### src/rtl/mips_run_monitor.sv
// mips_run_monitor: supervises one program run of mips_cpu_harvard.
// Watches for the CPU to start, counts run length, detects the halt,
// checks that fetching stops after the halt and compares the final $v0
// against a reference, producing a single sticky pass/fail verdict.
//
// Handshake: there is no valid/ready pair here. The monitor samples its
// inputs on every rising edge where clk_enable=1 (the same qualifier the
// CPU uses) and ignores them entirely when clk_enable=0. The verdict
// (done/pass/fail_code) is a level that stays asserted until reset.
module mips_run_monitor #(
    parameter int TIMEOUT_CYCLES = 10000,
    parameter int START_CYCLES   = 2,
    parameter int SETTLE_CYCLES  = 1,
    parameter int CNT_W          = 32
) (
    input  logic             clk,
    input  logic             reset,
    input  logic             clk_enable,
    input  logic             active,
    input  logic [31:0]      register_v0,
    input  logic [31:0]      instr_address,
    input  logic [31:0]      expected_v0,
    output logic             done,
    output logic             pass,
    output logic [2:0]       fail_code,
    output logic [CNT_W-1:0] cycle_count,
    output logic [31:0]      final_v0,
    output logic [31:0]      halt_address
);

    typedef enum logic [1:0] {
        ST_START  = 2'd0,
        ST_RUN    = 2'd1,
        ST_SETTLE = 2'd2,
        ST_DONE   = 2'd3
    } state_t;

    localparam logic [2:0] FC_NONE     = 3'd0;
    localparam logic [2:0] FC_NO_START = 3'd1;
    localparam logic [2:0] FC_TIMEOUT  = 3'd2;
    localparam logic [2:0] FC_FETCH    = 3'd3;
    localparam logic [2:0] FC_V0       = 3'd4;

    localparam logic [CNT_W-1:0] CNT_ONE     = CNT_W'(1);
    localparam logic [CNT_W-1:0] TIMEOUT_LIM = CNT_W'(TIMEOUT_CYCLES);
    localparam logic [31:0]      START_LIM   = 32'(START_CYCLES);
    localparam logic [31:0]      SETTLE_LIM  = 32'(SETTLE_CYCLES);

    // FSM state is kept as a named signal so checkers can bind to it.
    state_t      state;
    logic [31:0] start_cnt;
    logic [31:0] settle_cnt;

    logic [CNT_W-1:0] cnt_inc;
    logic [31:0]      start_inc;
    logic [31:0]      settle_inc;
    logic [2:0]       v0_code;
    logic             pc_moved;

    // Next-value helpers: saturating run counter, phase counters, v0 verdict.
    always_comb begin
        cnt_inc    = (&cycle_count) ? cycle_count : cycle_count + CNT_ONE;
        start_inc  = start_cnt + 32'd1;
        settle_inc = settle_cnt + 32'd1;
        v0_code    = (final_v0 != expected_v0) ? FC_V0 : FC_NONE;
        pc_moved   = (instr_address != halt_address);
    end

    // Supervision FSM with registered verdict, counters and halt captures.
    always_ff @(posedge clk or negedge reset) begin
        if (!reset) begin
            state        <= ST_START;
            start_cnt    <= 32'd0;
            settle_cnt   <= 32'd0;
            done         <= 1'b0;
            pass         <= 1'b0;
            fail_code    <= FC_NONE;
            cycle_count  <= '0;
            final_v0     <= 32'd0;
            halt_address <= 32'd0;
        end else if (clk_enable) begin
            case (state)
                ST_START: begin
                    if (active) begin
                        // The edge that first sees active=1 is itself a
                        // run cycle, so a one-edge program reports 1.
                        cycle_count <= CNT_ONE;
                        if (CNT_ONE >= TIMEOUT_LIM) begin
                            state     <= ST_DONE;
                            done      <= 1'b1;
                            pass      <= 1'b0;
                            fail_code <= FC_TIMEOUT;
                        end else begin
                            state <= ST_RUN;
                        end
                    end else begin
                        start_cnt <= start_inc;
                        if (start_inc >= START_LIM) begin
                            state     <= ST_DONE;
                            done      <= 1'b1;
                            pass      <= 1'b0;
                            fail_code <= FC_NO_START;
                        end
                    end
                end

                ST_RUN: begin
                    // Timeout wins over a halt sampled on the same edge.
                    if ((active && (cnt_inc >= TIMEOUT_LIM)) ||
                        (cycle_count >= TIMEOUT_LIM)) begin
                        if (active) begin
                            cycle_count <= cnt_inc;
                        end
                        state     <= ST_DONE;
                        done      <= 1'b1;
                        pass      <= 1'b0;
                        fail_code <= FC_TIMEOUT;
                    end else if (active) begin
                        cycle_count <= cnt_inc;
                    end else begin
                        final_v0     <= register_v0;
                        halt_address <= instr_address;
                        settle_cnt   <= 32'd0;
                        state        <= ST_SETTLE;
                    end
                end

                ST_SETTLE: begin
                    if (pc_moved || active) begin
                        state     <= ST_DONE;
                        done      <= 1'b1;
                        pass      <= 1'b0;
                        fail_code <= FC_FETCH;
                    end else begin
                        settle_cnt <= settle_inc;
                        if (settle_inc >= SETTLE_LIM) begin
                            state     <= ST_DONE;
                            done      <= 1'b1;
                            pass      <= (v0_code == FC_NONE);
                            fail_code <= v0_code;
                        end
                    end
                end

                default: begin
                    // DONE is sticky until reset; inputs are ignored.
                    state <= ST_DONE;
                end
            endcase
        end
    end

endmodule

### config.mk
export PLATFORM = sky130hd
export DESIGN_NAME = mips_run_monitor
export DESIGN_NICKNAME = d
export VERILOG_FILES = /design/src/rtl/mips_run_monitor.sv
export SDC_FILE = /design/constraint.sdc
export NUM_CORES = 1
export LEC_CHECK = 0
export ABC_AREA = 0
export CORE_ASPECT_RATIO = 1.1
export CORE_MARGIN = 2
export CORE_UTILIZATION = 56
export DETAILED_ROUTE_END_ITERATION = 8
export GPL_TIMING_DRIVEN = 1
export PLACE_DENSITY = 0.86
export SKIP_CTS_REPAIR_TIMING = 1
export SLEW_MARGIN = 20
export SYNTH_ARGS = -nofsm -noshare
export SYNTH_HDL_FRONTEND = slang
export SYNTH_SLANG_ARGS = --single-unit
### constraint.sdc
create_clock -name clk -period 5.8 [get_ports clk]
set_input_delay 0.87 -clock clk [delete_from_list [all_inputs] [get_ports clk]]
set_output_delay 0.87 -clock clk [all_outputs]
set_load 0.02 [all_outputs]
== Word-level counts from Yosys, hierarchy flattened ==
Cells that the tools add are included.
Cells by class
  add/sub/neg operators: 3
  magnitude comparators: 4
  eq/ne operators: 15
  multiplexer cells: 34
  bitwise operators: 2
  reductions and logical operators: 15
Operators with widths (count)
  2-to-1 mux 32 bit: 6
  one-hot mux 32 bit (2 select lines): 2
  adder 32 x 1 -> 32 bit (second input constant): 3
  greater-or-equal comparator 32 x 14 -> 1 bit (second input constant): 2
  != test 32 bit: 2
  greater-or-equal comparator 32 x 1 -> 1 bit (second input constant): 1
  greater-or-equal comparator 32 x 2 -> 1 bit (second input constant): 1
  AND reduction 32 bit: 1
  2-to-1 mux 3 bit: 6
  != test 2 bit (second input constant): 8
  2-to-1 mux 2 bit: 6
  AND reduction 4 bit: 3
  2-to-1 mux 1 bit: 10
  != test 3 bit (second input constant): 3
  one-hot mux 3 bit (3 select lines): 1
  one-hot mux 1 bit (3 select lines): 2
  one-hot mux 2 bit (3 select lines): 1
  AND reduction 6 bit: 1
  AND reduction 5 bit: 1
  nonzero test 2 bit: 2
  zero test 3 bit: 1
  AND reduction 3 bit: 1
  nonzero test 3 bit: 1
  == test 2 x 1 -> 1 bit (second input constant): 1
  5 further kinds: 7
Word-level totals
  bits in registers: 167
  input bits: 100
  logic and storage cells: 82

== Depth between registers and ports, before layout ==
Gate-level depths: netlist of the first run.
  depth in word-level cells: 7
  depth in mapped cells: 12
  gate-level depth less buffers: 11

== Worst setup path after synthesis of the first run ==
OpenSTA, ideal clock, no wires.
  path kind: flip-flop to flip-flop
  from: register settle_cnt[0]
  to: register fail_code[0]
  library setup time: 0.125 ns
  data arrival time: 2.968 ns
  data required time: 5.675 ns
  slack: 2.707 ns
  stages on the path, launching flop included: 11
  path buffers: 0
  clock period less this slack: 3.093 ns
  cell sequence: dfrtp_1 ha_1 nand4_4 or4_4 or4b_1 nand3_1 nand4_1 a2111oi_2 nand4_1 nand3_2 mux2_2
Between the ends
  word-level cells in the longest chain between the ends: 4
Ends and longest elaborated chain
  start, declared: line 52  | logic [31:0] settle_cnt;
  start signal, assigned: line 135  | settle_cnt <= settle_inc;
  adder 32 x 1 -> 32 bit: line 64  | settle_inc = settle_cnt + 32'd1;
  greater-or-equal comparator 32 x 1 -> 1 bit: line 136  | if (settle_inc >= SETTLE_LIM) begin
  != test 3 bit (no line)
  AND reduction 6 bit (no line)
  end signal, assigned: line 140  | fail_code <= v0_code;
  end, declared: line 25  | output logic [2:0] fail_code,
Every way passes these cells.
A chain may end at the register's enable or synchronous reset.

== Worst setup path after layout of the first run ==
  from: input port instr_address[30]
  to: register settle_cnt[25]
Between the ends
  word-level cells in the longest chain between the ends: 4
Ends and longest elaborated chain
  start, declared: line 21  | input logic [31:0] instr_address,
  != test 32 bit: line 66  | pc_moved = (instr_address != halt_address);
  logical OR 1 bit: line 129  | if (pc_moved || active) begin
  != test 2 bit (no line)
  AND reduction 5 bit (no line)
Every way passes these cells.

==> results_dict.tcl, run 1 <==
set metrics [dict create \
    ys_types 61 \
    status "complete, no violations" \
    synthFlopType "dfrtp_1" \
    numCtsBuffers 17 \
    hpwl_um 19700 \
    p_per_area_nw_per_um2 208 \
    syn-num-nets 1172 \
    initial_core_util_pct 57.5 \
    critPathCaptureType "register" \
    clk_pin_slew_ps 60 \
    worst_slew_pin_slew_ps 1080 \
    clk_latency_ps 440 \
    min_period_over_period_pct 64.1 \
    port-buffer-count 200 \
    synth_top_family_by_area "simple AND/OR/NAND/NOR gates" \
    synth-seq-cells 167 \
    grt_pass1_vias 8773 \
    timing.final.crit_period_ps 3720 \
    vias 9031 \
    required_ps 6150 \
    antenna_found_initial 3 \
    dr.first_iter.drc_count 884 \
    dieWidth_um 131 \
    nFillCells 1206 \
    syn_to_final_growth_pct 27.6 \
    critPathMaxFanout 49 \
    max-slew-margin-rel_pct 28.0 \
    drive_gt1_share_pct 10.1 \
    r2r-end "pass$_DFFE_PN0P_" \
    vias_per_cell 6.08 \
    maxSlewViolCount 0 \
    seq_area_um2 4180 \
    grt_pass1_wl_um 45000 \
    multi_input_area_um2 5380 \
    dieArea_um2 18700 \
    gr-total-overflow 0 \
    r2r_setup_slack_ps 2180 \
    drt-total-wl_um 27600 \
    nets 1346 \
    p_leak_nw 5.04 \
    peakVddDrop_uv 236 \
    drtAntennaViolNets 0 \
    worst_r2r_path_depth 10 \
    row_count 50 \
    cts_tree "yes" \
    hold_slack_ps 481 \
    r2r_start "settle_cnt[0]$_DFFE_PN0P_" \
    yosys.area_share.simple_pct 22.0 \
    synth_adder_area_share_pct 1.40 \
    utilization_pct 73.4 \
    ys_seq_area_share_pct 42.4 \
    rsz0062_at_grt "false" \
    syn-cell-area_um2 9860 \
    cp-start-kind "input port" \
    syn_avg_cell_area_um2 9.29 \
    clockBufferDepth 2 \
    fin_skew_ps 11.1 \
    yosys_warnings 0 \
    crit_arrival_ps 4070 \
    cts_sinks 167 \
    critPathKind "input port to register" \
    synth-compound-area-share_pct 13.1 \
    fp.coreArea_um2 17100 \
    place_congestion 0.904 \
    total_power_mw 2.62 \
    die-height_um 143 \
    grt_use_total_pct 30.8 \
    hold_viol_final 0 \
    io_pins 201 \
    first_pass_iters 5 \
    remaining_drc_errors 0 \
    clockRootBuffer "clkbuf_16" \
    synth_xor_area_share_pct 9.95 \
    setup_viol 0 \
    async_flop_share_pct 100 \
    hold_class "input port to async pin" \
    grt_start_max_net_pins 86 \
    fmax_mhz 269 \
    htreeDepth 4 \
    maxCapViolCount 0 \
    wire_per_inst_um 18.6 \
    synth_edf_count 0 \
    netlist_instances 1061 \
    synthMuxAreaShare_pct 8.17 \
    tns_ps 0 \
]
-- cells by family after synthesis --
logic type / Yosys count
multiplexers: 72
AO/OA/AOI/OAI: 209
adder cells (fa/ha/maj): 11
XOR/XNOR: 112
buffers and inverters: 79
flip-flops: 167
AND/OR/NAND/NOR: 411
-- critical path, cell delays in order --
cell	delay, ps
clkdlybuf4s50_1	530
xnor2_1	140
nand4_1	150
nor4_1	430
nand4_1	450
or2_2	760
or4b_1	570
o21ai_0	160
-- stage by stage --
step,cells,area [µm²],setup WS (ps)
floorplan,1061,9860,2710
global route,1485,12600,1770
finish,1486,12600,2080
detailed placement,1450,12000,1720
CTS,1482,12600,2150
global placement,1450,12000,1830
-- report_power, final --
group,internal [mW],switching (mW)
logic,0.161,0.133
clock network,0.573,0.518
registers,1.19,0.0388
total,1.93,0.690
-- layer usage --
layer | vias to the layer above | GRT usage [%] | share of wire, %
li1 | 4226 | - | -
met1 | 4342 | 39.3 | 40
met2 | 405 | 51.4 | 50
met3 | 58 | 6.71 | 6.7
met4 | 0 | 11.2 | 2.8
met5 | - | 0 | 0
-- state kept, by name, summed over array words and instances (netlist names) --
register and cells:
state 2, done 1, pass 1, halt_address 32, fail_code 3, cycle_count 32, settle_cnt 32, start_cnt 32
final_v0 32
-- cell usage in the layout (no fill, tap or decap), types with 10 or more instances in the layout --
| cell type | n |
|---|---|
| nor3_1 | 28 |
| mux2_2 | 68 |
| and3_1 | 21 |
| nand2_1 | 102 |
| dfrtp_1 | 167 |
| ha_1 | 11 |
| clkbuf_16 | 17 |
| xor2_1 | 10 |
| a31oi_1 | 18 |
| xnor2_1 | 102 |
| o21ai_0 | 86 |
| nand3_1 | 44 |
| nor4_1 | 26 |
| nor2_1 | 62 |
| or3_1 | 12 |
| inv_1 | 26 |
| o31ai_1 | 23 |
| a21oi_1 | 34 |
| clkdlybuf4s50_1 | 199 |
| nand4_1 | 53 |
-- synth_stat cells, types with 28 or more instances --
master	instances	area share, %
a21oi_1	34	1.7
clkbuf_1	46	1.8
dfrtp_1	167	42
mux2_2	68	7.8
nand2_1	103	3.9
nand3_1	44	2.2
nand4_1	53	3.4
nor2_1	62	2.4
nor3_1	28	1.4
o21ai_0	86	4.4
xnor2_1	102	9.1
-- area by class of cell --
class	count	area share, %
multi-input cells	815	42.8
flip-flops and latches	167	33.2
clock inverters	13	0.895
well taps	234	2.33
repair buffers	208	16.4
inverters	26	0.776
clock buffers	19	3.52
diodes	4	0.0796
-- worst max-delay path by stage --
stage          slack (ps)                         end  cells past startpoint                       from
3_3_place_gp         1830  settle_cnt[25]$_DFFE_PN0P_                      8          instr_address[26]
2_1_floorplan        2710    fail_code[0]$_DFFE_PN0P_                     10  settle_cnt[0]$_DFFE_PN0P_
3_5_place_dp         1720  settle_cnt[25]$_DFFE_PN0P_                      8          instr_address[30]
5_1_grt              1770  settle_cnt[25]$_DFFE_PN0P_                      8          instr_address[30]
4_1_cts              2150  settle_cnt[25]$_DFFE_PN0P_                      8          instr_address[30]
6_report             2080  settle_cnt[25]$_DFFE_PN0P_                      8          instr_address[30]
Power figures use the tool's default switching activity.
==> run 2: changes to the inputs <==
- CORE_UTILIZATION: 56 -> 52
- PLACE_DENSITY: 0.86 -> 0.81
- clock period: 5.8 -> 3.6 ns (I/O delays scaled with it)
==> run 2 against run 1 <==
Effect of this change: setup slack lost 1900 ps; clock power grew 61%; sequential share of layout area down 0.32 points; critical path depth is 1 higher; combinational power up 59%; register-to-register slack worse by 2000 ps; via count decreased by 0.13%; utilization down 4.6 points; hold slack got worse by 350 ps; sequential power increased by 61%; critical path type is now register to register; critical endpoint is now pass$_DFFE_PN0P_; largest cell class unchanged; highest routed layer unchanged.
==> results_dict.tcl, run 2 (same netlist as run 1, synthesis figures left out) <==
set metrics [dict create \
    clockRootBuffer "clkbuf_16" \
    drt-total-wl_um 27700 \
    vias 9019 \
    most-common-layout-cells "clkdlybuf4s50_1, dfrtp_1, nand2_1, xnor2_1, o21ai_0" \
    place_congestion 0.898 \
    worst_r2r_path_depth 9 \
    io_pins 201 \
    antenna_found_initial 2 \
    maxCapViolCount 0 \
    critPathKind "register to register" \
    min_period_over_period_pct 93.9 \
    hold_viol_final 0 \
    syn_to_final_growth_pct 28.9 \
    crit_arrival_ps 3690 \
    dr.first_iter.drc_count 807 \
    port-buffer-count 200 \
    mostFrequentLayoutCell "clkdlybuf4s50_1" \
    use_met3_pct 6.51 \
    clockBufferDepth 2 \
    clk_pin_slew_ps 70 \
    worst_slew_pin_slew_ps 818 \
    peakVddDrop_uv 336 \
    cp-start-kind "register" \
    critPathCaptureType "register" \
    numCtsBuffers 17 \
    dieWidth_um 135 \
    cts_sinks 167 \
    required_ps 3910 \
    setup_viol 0 \
    grt_use_total_pct 28.2 \
    max-slew-margin-rel_pct 45.5 \
    hpwl_um 19800 \
    p_leak_nw 5.09 \
    first_pass_iters 5 \
    grt_start_max_net_pins 87 \
    vias_per_cell 5.99 \
    drive_gt1_share_pct 11.2 \
    die-height_um 148 \
    initial_core_util_pct 53.4 \
    grt_use_met1_pct 35.3 \
    utilization_pct 68.8 \
    hold_slack_ps 128 \
    htreeDepth 4 \
    drtAntennaViolNets 0 \
    fmax_mhz 296 \
    r2r_setup_slack_ps 220 \
    maxSlewViolCount 0 \
    fin_skew_ps 16.5 \
    nets 1358 \
    tns_ps 0 \
    timing.final.crit_period_ps 3380 \
    critPathMaxFanout 10 \
    gr-total-overflow 0 \
    grt_pass1_wl_um 45100 \
    wire_per_inst_um 18.4 \
    dieArea_um2 20100 \
    grt_pass1_vias 8923 \
    row_count 52 \
    p_per_area_nw_per_um2 332 \
    status "complete, no violations" \
    remaining_drc_errors 0 \
    fp.coreArea_um2 18500 \
    hold_class "input port to async pin" \
    cts_tree "yes" \
    use_met2_pct 48.0 \
    clk_latency_ps 440 \
    grt.busiest_layer "met2" \
    rsz0062_at_grt "false" \
]
run 2: changes by cell type in the layout (fill, tap and decap cells not counted), moves of 2 or more:
cell        change
inv_6           +2
clkinv_4        -3
diode_2         -2
clkinvlp_4      +2
buf_4          +11
run 2: routing by layer:
layer,up-vias,part of all wire (%)
met5,-,0
met4,0,2.5
met3,62,6.1
met2,335,51
met1,4376,40
li1,4246,-
run 2: critical path: stages (launching register included):
cell      delay (ps)
dfrtp_1          500
nand3_1          280
or4_1            650
nor4_1           470
mux2i_1          260
nand2b_1          70
a211oi_1         260
nand4_1          220
nand3_2          190
mux2_2           370
run 2: final timing paths:
check,startpoint,endpoint
setup / recovery,settle_cnt[6]$_DFFE_PN0P_,pass$_DFFE_PN0P_
hold / removal,reset,start_cnt[11]$_DFFE_PN0P_
setup reg to reg,settle_cnt[6]$_DFFE_PN0P_,pass$_DFFE_PN0P_
hold reg to reg,done$_DFFE_PN0P_,done$_DFFE_PN0P_
max in group asynchronous,reset,settle_cnt[0]$_DFFE_PN0P_
min in group clk,done$_DFFE_PN0P_,done$_DFFE_PN0P_
run 2: cell type report:
| type | instances | area (µm²) |
|---|---|---|
| clock buffers | 17 | 425 |
| clock inverters | 15 | 135 |
| well taps | 243 | 304 |
| repair buffers | 220 | 2170 |
| inverters | 26 | 97.6 |
| diodes | 2 | 5.00 |
| flip-flops and latches | 167 | 4180 |
| multi-input cells | 815 | 5390 |
| fillers | 1421 | 5770 |
run 2: power breakdown:
group          leakage, nW  internal (mW)  switching [mW]
registers             2.28           1.92          0.0601
clock network        0.265          0.912           0.852
logic                 2.54          0.260           0.210
total                 5.09           3.10            1.12
run 2: metrics by stage:
step / cells / power [mW] / setup WS (ps) / cell area, µm²
CTS: 1502 / 4.25 / 104 / 12700
global route: 1505 / 4.36 / 48.3 / 12700
finish: 1505 / 4.22 / 220 / 12700
global placement: 1470 / 2.48 / 263 / 12100
detailed placement: 1470 / 2.49 / 151 / 12100
floorplan: 1061 / 2.19 / 507 / 9860
